[src/rtl/bcd_pkg.sv]
// Shared types and constants for the sequential binary-to-BCD converter.
package bcd_pkg;

    typedef enum logic [1:0] {
        IDLE,
        SHIFT,
        DONE
    } state_t;

    // Largest value representable in the given number of BCD digits (10^digits - 1).
    function automatic longint unsigned max_bcd_value(input int digits);
        longint unsigned v;
        v = 1;
        for (int i = 0; i < digits; i++) begin
            v = v * 10;
        end
        return v - 1;
    endfunction

endpackage

[src/rtl/bcd_digit_adj.sv]
// Double-dabble digit correction: a digit of 5 or more gets 3 added before the shift.
module bcd_digit_adj (
    input  logic [3:0] digit_in,
    output logic [3:0] digit_out
);

    assign digit_out = (digit_in >= 4'd5) ? digit_in + 4'd3 : digit_in;

endmodule

[src/rtl/bin_to_bcd_seq.sv]
// Sequential double-dabble converter: one bit per cycle, result with overflow flag and leading-zero mask.
module bin_to_bcd_seq
    import bcd_pkg::*;
#(
    parameter int BIN_W  = 16,
    parameter int DIGITS = 5
) (
    input  logic                  clk,
    input  logic                  rst_n,
    input  logic                  start,
    input  logic [BIN_W-1:0]      bin_in,
    output logic                  busy,
    output logic                  done,
    output logic [4*DIGITS-1:0]   bcd_out,
    output logic                  overflow,
    output logic [DIGITS-1:0]     lz_mask
);

    localparam int                CNT_W    = $clog2(BIN_W + 1);
    localparam int                BCD_W    = 4 * DIGITS;
    localparam longint unsigned   MAX_VAL  = max_bcd_value(DIGITS);
    localparam logic [DIGITS-1:0] LZ_RESET = ~DIGITS'(1);

    state_t              state_reg,    state_next;
    logic [BIN_W-1:0]    operand_reg,  operand_next;
    logic [BCD_W-1:0]    work_reg,     work_next;
    logic [CNT_W-1:0]    count_reg,    count_next;
    logic                ovf_pend_reg, ovf_pend_next;
    logic [BCD_W-1:0]    bcd_out_reg,  bcd_out_next;
    logic                overflow_reg, overflow_next;
    logic [DIGITS-1:0]   lz_mask_reg,  lz_mask_next;

    logic [BCD_W-1:0]       adj_work;
    logic [BCD_W+BIN_W-1:0] shift_all;
    logic [BCD_W-1:0]       work_shift;
    logic [BIN_W-1:0]       op_shift;
    logic [DIGITS-1:0]      lz_calc;

    generate
        for (genvar gi = 0; gi < DIGITS; gi++) begin : g_adj
            bcd_digit_adj u_adj (
                .digit_in  (work_reg[4*gi +: 4]),
                .digit_out (adj_work[4*gi +: 4])
            );
        end
    endgenerate

    // The carry out of the top digit falls off here, which yields the value modulo 10^DIGITS.
    assign shift_all  = {adj_work, operand_reg} << 1;
    assign work_shift = shift_all[BCD_W+BIN_W-1:BIN_W];
    assign op_shift   = shift_all[BIN_W-1:0];

    generate
        for (genvar gi = 0; gi < DIGITS; gi++) begin : g_lz
            if (gi == 0) begin : g_units
                assign lz_calc[gi] = 1'b0;
            end else begin : g_upper
                assign lz_calc[gi] = ~|work_shift[BCD_W-1:4*gi];
            end
        end
    endgenerate

    always_comb begin
        state_next    = state_reg;
        operand_next  = operand_reg;
        work_next     = work_reg;
        count_next    = count_reg;
        ovf_pend_next = ovf_pend_reg;
        bcd_out_next  = bcd_out_reg;
        overflow_next = overflow_reg;
        lz_mask_next  = lz_mask_reg;
        case (state_reg)
            IDLE, DONE: begin
                if (start) begin
                    state_next    = SHIFT;
                    operand_next  = bin_in;
                    work_next     = '0;
                    count_next    = CNT_W'(BIN_W);
                    ovf_pend_next = (64'(bin_in) > MAX_VAL);
                end else begin
                    state_next = IDLE;
                end
            end
            SHIFT: begin
                operand_next = op_shift;
                work_next    = work_shift;
                count_next   = count_reg - CNT_W'(1);
                // Last shift: publish the result on the same edge that enters DONE.
                if (count_reg == CNT_W'(1)) begin
                    state_next    = DONE;
                    bcd_out_next  = work_shift;
                    overflow_next = ovf_pend_reg;
                    lz_mask_next  = lz_calc;
                end
            end
            default: state_next = IDLE;
        endcase
    end

    always_ff @(posedge clk or negedge rst_n) begin
        if (!rst_n) begin
            state_reg    <= IDLE;
            operand_reg  <= '0;
            work_reg     <= '0;
            count_reg    <= '0;
            ovf_pend_reg <= 1'b0;
            bcd_out_reg  <= '0;
            overflow_reg <= 1'b0;
            lz_mask_reg  <= LZ_RESET;
        end else begin
            state_reg    <= state_next;
            operand_reg  <= operand_next;
            work_reg     <= work_next;
            count_reg    <= count_next;
            ovf_pend_reg <= ovf_pend_next;
            bcd_out_reg  <= bcd_out_next;
            overflow_reg <= overflow_next;
            lz_mask_reg  <= lz_mask_next;
        end
    end

    assign busy     = (state_reg == SHIFT);
    assign done     = (state_reg == DONE);
    assign bcd_out  = bcd_out_reg;
    assign overflow = overflow_reg;
    assign lz_mask  = lz_mask_reg;

endmodule
[config.mk]
export PLATFORM = sky130hd
export DESIGN_NAME = bin_to_bcd_seq
export DESIGN_NICKNAME = d
export VERILOG_FILES = /design/src/rtl/bcd_pkg.sv /design/src/rtl/bcd_digit_adj.sv /design/src/rtl/bin_to_bcd_seq.sv
export SDC_FILE = /design/constraint.sdc
export NUM_CORES = 1
export LEC_CHECK = 0
export BUFFER_PORTS_ARGS = -buffer_cell sky130_fd_sc_hd__buf_2
export CELL_PAD_IN_SITES_DETAIL_PLACEMENT = 0
export CELL_PAD_IN_SITES_GLOBAL_PLACEMENT = 1
export CORE_MARGIN = 3
export CORE_UTILIZATION = 35
export CTS_CLUSTER_SIZE = 20
export DETAILED_ROUTE_END_ITERATION = 10
export GPL_TIMING_DRIVEN = 0
export HOLD_SLACK_MARGIN = 0.1
export PLACE_DENSITY_LB_ADDON = 0.1
export SLEW_MARGIN = 20
export SYNTH_ARGS = -nofsm -noshare
export SYNTH_HDL_FRONTEND = slang
export SYNTH_SLANG_ARGS = --single-unit
export TNS_END_PERCENT = 5
[constraint.sdc]
create_clock -name clk -period 2.6 [get_ports clk]
set_input_delay 0 -clock clk [delete_from_list [all_inputs] [get_ports clk]]
set_output_delay 0 -clock clk [all_outputs]
set_load 0.01 [all_outputs]
==> results of run 1 <==
## report_power, final
group,internal (mW),switching (mW),total (mW)
Combinational,0.872,1.25,2.12
Sequential,1.50,0.314,1.81
Clock,0.423,0.384,0.807
## placed cells by master, fill, tap and decap left out, types with 2 or more instances in the layout
cell / n
nor3_1: 2
clkbuf_8: 12
nand3_1: 5
a32o_1: 4
o21ai_0: 25
buf_4: 3
inv_1: 12
a22oi_1: 15
xnor2_1: 5
nor3b_1: 9
nand2_1: 88
ha_1: 12
conb_1: 2
o22ai_1: 7
a21oi_1: 16
inv_2: 2
dlygate4sd3_1: 18
dfstp_2: 4
buf_2: 45
clkbuf_1: 13
dfrtp_1: 63
clkinv_2: 2
nor2_1: 3
o31ai_1: 4
mux2i_1: 7
a22o_1: 6
nand2b_1: 7
nor2b_1: 2
## critical path, cell delays in order (launching register included)
cell	delay [ns]
dfrtp_1	0.40
inv_1	0.13
ha_1	0.26
nand2b_1	0.07
a21oi_1	0.35
mux2i_1	0.40
o2111ai_2	0.23
o31ai_2	0.27
## worst max-delay path by stage
stage / slack [ns] / to / start
finish: 0.40 / lz_mask[1] / work_reg[16]
global route: 0.23 / lz_mask[1] / work_reg[16]
CTS: 0.43 / lz_mask[1] / work_reg[16]
detailed placement: 0.44 / lz_mask[1] / work_reg[16]
global placement: 0.48 / lz_mask[1] / work_reg[16]
floorplan: 0.75 / lz_mask[1] / work_reg[16]
## metrics by stage
stage	cell area (sq um)	std cells
CTS	3900	512
finish	3900	512
detailed placement	3540	478
global placement	3520	477
global route	3900	512
floorplan	3160	325
## cell usage after synthesis (all sizes together), types with 2 or more instances
master	instances	area, sq um
dfstp	4	105
mux2i	7	70.1
nor2	3	11.3
o21ai	25	125
ha	12	150
nand3	5	25.0
nor3b	9	67.6
nand2	89	337
buf	5	28.8
clkbuf	11	41.3
inv	14	52.6
a21oi	16	80.1
a22o	6	52.6
nand2b	7	43.8
nor2b	2	12.5
a32o	4	40.0
xnor2	5	43.8
o31ai	5	42.5
a22oi	15	113
nor3	2	10.0
o22ai	7	43.8
dfrtp	63	1580
## metal layers
layer	track usage (%)	vias to the layer above	share of wire [%]
li1	-	1260	-
met1	22.6	1175	51
met2	26.0	40	44
met3	2.49	11	2.5
met4	6.65	0	2.0
met5	0	-	0
## what timing repair did
action	4_1_cts	5_1_grt
endpoints found under the hold margin	82	0
setup endpoints to repair	0	0
hold buffers	18	0
## layout make-up
type                            instances  share of cell area [%]
Buffer                                 16                    1.80
Clock buffer                           14                    4.42
Clock inverter                          2                   0.256
Inverter                               14                    1.35
Multi-Input combinational cell        228                    34.8
Sequential cell                        67                    43.1
Tap cell                              108                    3.46
Timing Repair Buffer                   63                    10.8
## logic make-up after synthesis
group / after synthesis / share of synthesized area [%]
compound gates: 79 / 16.2
xor+xnor: 5 / 1.39
fa+ha+maj: 12 / 4.75
buf+inv: 30 / 3.88
flops: 67 / 53.2
mux: 8 / 2.58
other cells: 1 / 0.119
simple gates: 122 / 17.8
==> flow_summary.json, run 1 <==
{
  "synth-edff-count": 0,
  "worstReg2RegStart": "work_reg[16]",
  "timing.final.crit_share_pct": 84.5,
  "wl_per_cell_microns": 14.7,
  "status": "completed",
  "grt_max_degree": 37,
  "port_buffers": 44,
  "detail-route-antenna-nets": 0,
  "drive_above_1_share_pct": 18.3,
  "dr.pass1.iters": 4,
  "ys_ff_latch": 67,
  "critPathMaxFanout": 5,
  "worstSetupPathType": "reg2reg",
  "numCtsBuffers": 9,
  "hold_class": "in2async",
  "ioPinCount": 47,
  "yosys_warnings": 0,
  "grt_use_total_pct": 16.5,
  "hold_slack_ns": 0.141,
  "drt_iter0_markers": 84,
  "vias_per_cell": 4.86,
  "synth_ff_type": "dfrtp_1",
  "seq_area_sq_um": 1680,
  "synthArstFlopShare_pct": 100,
  "drc": 0,
  "slew_violations": 0,
  "clock_sinks": 67,
  "dieArea_sq_um": 10200,
  "rows": 34,
  "final.setup.worst_slack_ns": 0.402,
  "areaGrowthSynthToFinish_pct": 23.6,
  "cts_tree": "done",
  "die_y_microns": 101,
  "fmax_mhz": 455,
  "maxCapViolCount": 0,
  "syn_area_per_cell_sq_um": 9.75,
  "grt-ovfl-total": 0,
  "reg2reg_slack_ns": 0.40,
  "cts_root_buf": "clkbuf_8",
  "start_util_pct": 36.0,
  "post_cts_buffers": 0,
  "finalHoldViolations": 0,
  "dp_hpwl_microns": 5120,
  "cts_max_level": 3,
  "num_vias": 2486,
  "num_antenna_cells": 0,
  "path_clk_slew_ns": 0.08,
  "core_sq_um": 8760,
  "total_power_mw": 4.74,
  "wl_microns": 7510,
  "slew_headroom_pct": 59.3,
  "syn_inst": 324,
  "syn-cell-area_sq_um": 3160,
  "cts_resized": 0,
  "critPathRequiredTime_ns": 2.86,
  "grt_pass1_vias": 2609,
  "worstPathArrival_ns": 2.46,
  "vdd_drop_max_v": 0.000390,
  "power_density_nw_per_um2": 1210,
  "synth-seq-area-share_pct": 53.2,
  "endpoint_kind": "flop",
  "setup_viol": 0,
  "fill_cells": 876,
  "antenna_found_initial": 0,
  "worst_pin_slew_ns": 0.611,
  "synth_cell_types": 35,
  "post-place-ws_ns": 0.440,
  "leakagePower_nw": 1.90,
  "rsz0062_at_grt": "false",
  "place_congestion": 0.798,
  "nets": 430,
  "final_core_util_pct": 44.5,
  "min_period_ns": 2.20,
  "clk_latency_ns": 0.34,
  "grt_pass1_wl_microns": 13100,
  "crit_path_start_kind": "flop",
  "fin_setup_tns_ns": 0,
  "die_width_microns": 101,
  "timing.rr.end": "lz_mask[1]",
  "skew_ns": 0.0102,
  "worst_r2r_path_depth": 7,
  "cts_buffer_depth": 2,
  "multi_input_area_sq_um": 1360
}
Power figures use the tool's default switching activity.
==> inputs of run 2 (changes only) <==
==> constraint.sdc (replaced) <==
create_clock -name clk -period 1.8 [get_ports clk]
set_input_delay 0 -clock clk [delete_from_list [all_inputs] [get_ports clk]]
set_output_delay 0 -clock clk [all_outputs]
set_load 0.01 [all_outputs]
==> run 2 against run 1 <==
Compared with the run above: total power is 60% higher; maximum frequency is 29% higher; via count is 2.7% higher; largest power group unchanged; highest routed layer unchanged.
==> flow_summary.json, run 2 (synthesis results as in run 1) <==
{
  "status": "completed",
  "cts_root_buf": "clkbuf_8",
  "vdd_drop_max_v": 0.000601,
  "crit_path_start_kind": "flop",
  "slew_violations": 0,
  "p_int_mw": 4.51,
  "start_util_pct": 36.0,
  "mostFrequentLayoutCells": "nand2_1 (88), dfrtp_1 (61), buf_2 (46)",
  "finalHoldViolations": 0,
  "wl_per_cell_microns": 14.9,
  "fmax_mhz": 586,
  "cts_buffer_depth": 2,
  "areaGrowthSynthToFinish_pct": 32.4,
  "min_period_ns": 1.71,
  "power_frac_seq_pct": 35.6,
  "maxCapViolCount": 0,
  "leakagePower_nw": 1.99,
  "dp_hpwl_microns": 5100,
  "grt_use_total_pct": 17.0,
  "cts_tree": "done",
  "grt_pass1_wl_microns": 13400,
  "grt_max_degree": 39,
  "timing.final.crit_share_pct": 94.8,
  "final.setup.worst_slack_ns": 0.0941,
  "path_clk_slew_ns": 0.07,
  "total_power_mw": 7.57,
  "clock_sinks": 67,
  "clkPwrFrac_pct": 16.5,
  "cp_top_family": "simple AND/OR/NAND/NOR gates",
  "worstPathArrival_ns": 1.96,
  "hold_class": "in2async",
  "power_density_nw_per_um2": 1810,
  "slew_headroom_pct": 60.4,
  "clk_latency_ns": 0.34,
  "drt_iter0_markers": 100,
  "critPathRequiredTime_ns": 2.06,
  "post-place-ws_ns": -0.280,
  "rsz0062_at_grt": "true",
  "num_antenna_cells": 0,
  "crit_buf_inv": 1,
  "drc": 0,
  "grt-ovfl-total": 0,
  "netSwitchingPower_mw": 3.06,
  "fin_setup_tns_ns": 0,
  "antenna_found_initial": 0,
  "ioPinCount": 47,
  "endpoint_kind": "flop",
  "place_congestion": 0.783,
  "die_width_microns": 101,
  "port_buffers": 44,
  "wl_microns": 7780,
  "dieArea_sq_um": 10200,
  "drive_above_1_share_pct": 29.3,
  "rows": 34,
  "grt_pass1_vias": 2604,
  "detail-route-antenna-nets": 0,
  "worst_pin_slew_ns": 0.594,
  "die_y_microns": 101,
  "swShare_pct": 40.5,
  "final_common_cell": "nand2_1",
  "critPathMaxFanout": 4,
  "critPathMaxStageDelay_ns": 0.39,
  "cts_max_level": 3,
  "core_sq_um": 8760,
  "dr.pass1.iters": 4,
  "numCtsBuffers": 9,
  "comb_power_share_pct": 47.9,
  "setup_viol": 0,
  "skew_ns": 0.00657,
  "crit_chain": "inv_2 -> ha_1 -> nand2b_1 -> nor3b_2 -> and3b_2 -> o2111ai_4 -> o31ai_2",
  "num_vias": 2554,
  "nets": 440,
  "worstSetupPathType": "reg2reg",
  "vias_per_cell": 4.90,
  "crit_slowest_cell": "dfrtp_1"
}
-- run 2: cell types whose count changed in the layout (fill, tap and decap cells not counted), moves of 3 or more --
cell | before | now
a21oi_4 | 0 | 4
ha_1 | 12 | 6
nand2b_1 | 7 | 4
ha_4 | 0 | 5
inv_1 | 12 | 5
inv_2 | 2 | 8
clkbuf_2 | 0 | 6
a21oi_1 | 16 | 9
clkbuf_1 | 13 | 5
buf_4 | 3 | 15
a21oi_2 | 0 | 3
-- run 2: final cells by class --
| type | instances | area (sq um) |
|---|---|---|
| Clock buffer | 13 | 159 |
| Multi-Input combinational cell | 228 | 1530 |
| Sequential cell | 67 | 1680 |
| Timing Repair Buffer | 75 | 513 |
| Inverter | 14 | 55.1 |
| Tap cell | 108 | 135 |
| Clock inverter | 2 | 35.0 |
| Buffer | 14 | 71.3 |
| Fill cell | 882 | 4580 |
-- run 2: per-stage QoR --
| stage | cells | util (%) | cell area (sq um) | hold WS, ns |
|---|---|---|---|---|
| finish | 521 | 47.7 | 4180 | 0.133 |
| global route | 521 | 47.7 | 4180 | 0.140 |
| CTS | 509 | 44.9 | 3940 | 0.132 |
| detailed placement | 478 | 40.4 | 3540 | -0.0352 |
| global placement | 477 | 40.2 | 3520 | 0.220 |
| floorplan | 325 | - | 3170 | -0.296 |
-- run 2: power groups by stage --
stage	logic [mW]	registers (mW)	clock network [mW]
detailed placement	3.08	2.66	0
CTS	3.16	2.64	1.30
finish	3.63	2.69	1.25
floorplan	2.12	2.67	0
global route	4.13	2.80	1.38
global placement	3.04	2.64	0
-- run 2: per-layer routing --
metal / track usage, % / share of wire [%] / vias to the layer above
met5: 0 / 0 / -
met4: 6.85 / 1.7 / 0
met3: 3.32 / 3.4 / 12
met2: 26.5 / 46 / 49
met1: 23.3 / 49 / 1211
li1: - / - / 1282
-- run 2: path summary, 6_finish.rpt --
kind / slack [ns] / cells past startpoint / end / startpoint
worst max-delay path: 0.09 / 7 / lz_mask[1] / work_reg[13]
worst min-delay path: 0.13 / 2 / count_reg[3] / rst_n
worst max register to register: 0.09 / 7 / lz_mask[1] / work_reg[13]
worst min register to register: 0.46 / 2 / lz_mask[4] / lz_mask[4]
max in group asynchronous: 1.13 / 3 / work_reg[4] / rst_n
min in group clk: 0.41 / 3 / operand_reg[0] / bin_in[0]
-- run 2: what timing repair did --
| action | in CTS | in global routing |
|---|---|---|
| endpoints found under the hold margin | 86 | 0 |
| pin swaps | 1 | 7 |
| resized for setup | 11 | 39 |
| hold buffers | 18 | 0 |
| setup endpoints to repair | 55 | 34 |
| setup buffers | 0 | 12 |
==> inputs of run 3 (changes only) <==
--- a/config.mk
+++ b/config.mk
@@ -9,7 +9,7 @@
 export CELL_PAD_IN_SITES_DETAIL_PLACEMENT = 0
 export CELL_PAD_IN_SITES_GLOBAL_PLACEMENT = 1
 export CORE_MARGIN = 3
-export CORE_UTILIZATION = 35
+export CORE_UTILIZATION = 30
 export CTS_CLUSTER_SIZE = 20
 export DETAILED_ROUTE_END_ITERATION = 10
 export GPL_TIMING_DRIVEN = 0
==> run 3 against run 2 <==
Compared with the run above: utilization is 6.2 points lower; largest cell class unchanged; setup slack got worse by 0.038 ns; non-clock buffer count is 4 lower; largest power group unchanged.
==> flow_summary.json, run 3 (synthesis results as in run 1) <==
{
  "topRoutingLayerUsed": "met4",
  "reg2reg_slack_ns": 0.06,
  "num_vias": 2563,
  "mostFrequentLayoutCells": "nand2_1 (88), dfrtp_1 (63), buf_2 (46)",
  "place_congestion": 0.763,
  "crit_buf_inv": 1,
  "clock_sinks": 67,
  "crit_chain": "inv_2 -> ha_4 -> nand2b_4 -> a21oi_4 -> mux2i_2 -> o2111ai_4 -> o31ai_2",
  "cp_top_family": "compound AO/OA/AOI/OAI gates",
  "maxCapViolCount": 0,
  "grt_use_total_pct": 15.1,
  "timing.rr.end": "lz_mask[1]",
  "vdd_drop_max_v": 0.000607,
  "min_period_ns": 1.74,
  "grt_pass1_wl_microns": 13500,
  "endpoint_kind": "flop",
  "worstReg2RegStart": "work_reg[16]",
  "dr.pass1.iters": 4,
  "cts_buffer_depth": 2,
  "power_density_nw_per_um2": 1780,
  "worstPathArrival_ns": 2.00,
  "antenna_found_initial": 0,
  "cts_max_level": 3,
  "port_buffers": 44,
  "critPathMaxFanout": 5,
  "leakagePower_nw": 1.97,
  "numCtsBuffers": 9,
  "hold_slack_ns": 0.109,
  "hold_class": "in2async",
  "worstSetupPathType": "reg2reg",
  "cts_root_buf": "clkbuf_8",
  "nets": 436,
  "critPathMaxStageDelay_ns": 0.41,
  "dieArea_sq_um": 11800,
  "final.setup.worst_slack_ns": 0.0560,
  "ioPinCount": 47,
  "core_sq_um": 10000,
  "drive_above_1_share_pct": 28.0,
  "final_common_cell": "nand2_1",
  "rows": 36,
  "crit_slowest_cell": "dfrtp_1",
  "post-place-ws_ns": -0.235,
  "dp_hpwl_microns": 5320,
  "detail-route-antenna-nets": 0,
  "worst_r2r_path_depth": 7,
  "route.met3.wl_microns": 377,
  "path_clk_slew_ns": 0.07,
  "die_y_microns": 109,
  "slew_violations": 0,
  "timing.final.crit_share_pct": 96.9,
  "areaGrowthSynthToFinish_pct": 31.3,
  "rsz0062_at_grt": "true",
  "critPathRequiredTime_ns": 2.06,
  "skew_ns": 0.00422,
  "fmax_mhz": 573,
  "setup_viol": 0,
  "vias_per_cell": 4.72,
  "status": "completed",
  "start_util_pct": 31.6,
  "grt-ovfl-total": 0,
  "met1_length_microns": 3780,
  "grt_max_degree": 45,
  "num_antenna_cells": 0,
  "grt_pass1_vias": 2652,
  "dr_wl_met2_microns": 3600,
  "die_width_microns": 109,
  "worst_pin_slew_ns": 0.577,
  "crit_path_start_kind": "flop",
  "cts_tree": "done",
  "wl_per_cell_microns": 14.6,
  "wl_microns": 7950,
  "finalHoldViolations": 0,
  "clk_latency_ns": 0.34,
  "drc": 0,
  "slew_headroom_pct": 61.5,
  "cp-startpoint": "work_reg[16]",
  "drt_iter0_markers": 83
}
==> run 3: cell types whose count changed in the layout (fill, tap and decap cells not counted), moves of 2 or more <==
cell      before  now
buf_4         15   11
clkbuf_1       5    3
clkbuf_8      11   13
dfrtp_1       61   63
dfrtp_2        2    0
ha_4           5    3
mux2i_2        0    2
==> run 3: layout make-up <==
| type | count | area [sq um] |
|---|---|---|
| plain buffers | 14 | 72.6 |
| multi-input cells | 228 | 1490 |
| flip-flops and latches | 67 | 1680 |
| fillers | 1036 | 5850 |
| clock inverters | 1 | 5.00 |
| repair buffers | 71 | 490 |
| well taps | 133 | 166 |
| clock buffers | 15 | 186 |
| inverters | 14 | 55.1 |
==> run 3: timing repair <==
item | in CTS | in global routing
hold buffers | 18 | 0
cloned | 0 | 0
hold endpoints to repair | 86 | 0
pin swaps | 2 | 8
endpoints found under the setup margin | 55 | 45
setup buffers | 1 | 7
gates resized for setup | 11 | 36
==> run 3: worst register-to-register path: cells and delay by family, from the launching register on <==
family / cells / cell delay [ns]
compound gates: 3 / 0.57
flops: 1 / 0.41
mux: 1 / 0.32
fa+ha+maj: 1 / 0.18
buf+inv: 1 / 0.12
simple gates: 1 / 0.06
==> run 3: report_power, final <==
part | switching, mW | internal [mW] | leakage (nW)
clock network | 0.562 | 0.651 | 0.0997
registers | 0.520 | 2.17 | 0.838
logic | 1.95 | 1.52 | 1.03
==> run 3: worst max-delay path by stage <==
stage | endpoint | cells past startpoint
2_1_floorplan | lz_mask[1] | 7
3_3_place_gp | operand_reg[9] | 7
3_5_place_dp | operand_reg[12] | 7
4_1_cts | lz_mask[1] | 8
5_1_grt | lz_mask[1] | 7
6_report | lz_mask[1] | 7
==> run 3: through the flow <==
| step | std cells | cell area, sq um | utilization [%] | TNS, ns | power [mW] |
|---|---|---|---|---|---|
| floorplan | 325 | 3170 | - | 0 | 4.78 |
| global placement | 502 | 3550 | 35.5 | -6.75 | 5.71 |
| detailed placement | 503 | 3580 | 35.8 | -6.54 | 5.74 |
| CTS | 536 | 3980 | 39.8 | -0.164 | 7.11 |
| global route | 543 | 4150 | 41.5 | -0.0550 | 8.08 |
| finish | 543 | 4150 | 41.5 | 0 | 7.37 |
==> run 3: routing by layer <==
| metal | vias up | global-route usage, % |
|---|---|---|
| met3 | 17 | 3.88 |
| met5 | - | 0 |
| met1 | 1221 | 20.1 |
| met4 | 0 | 6.13 |
| met2 | 48 | 23.3 |
| li1 | 1277 | - |
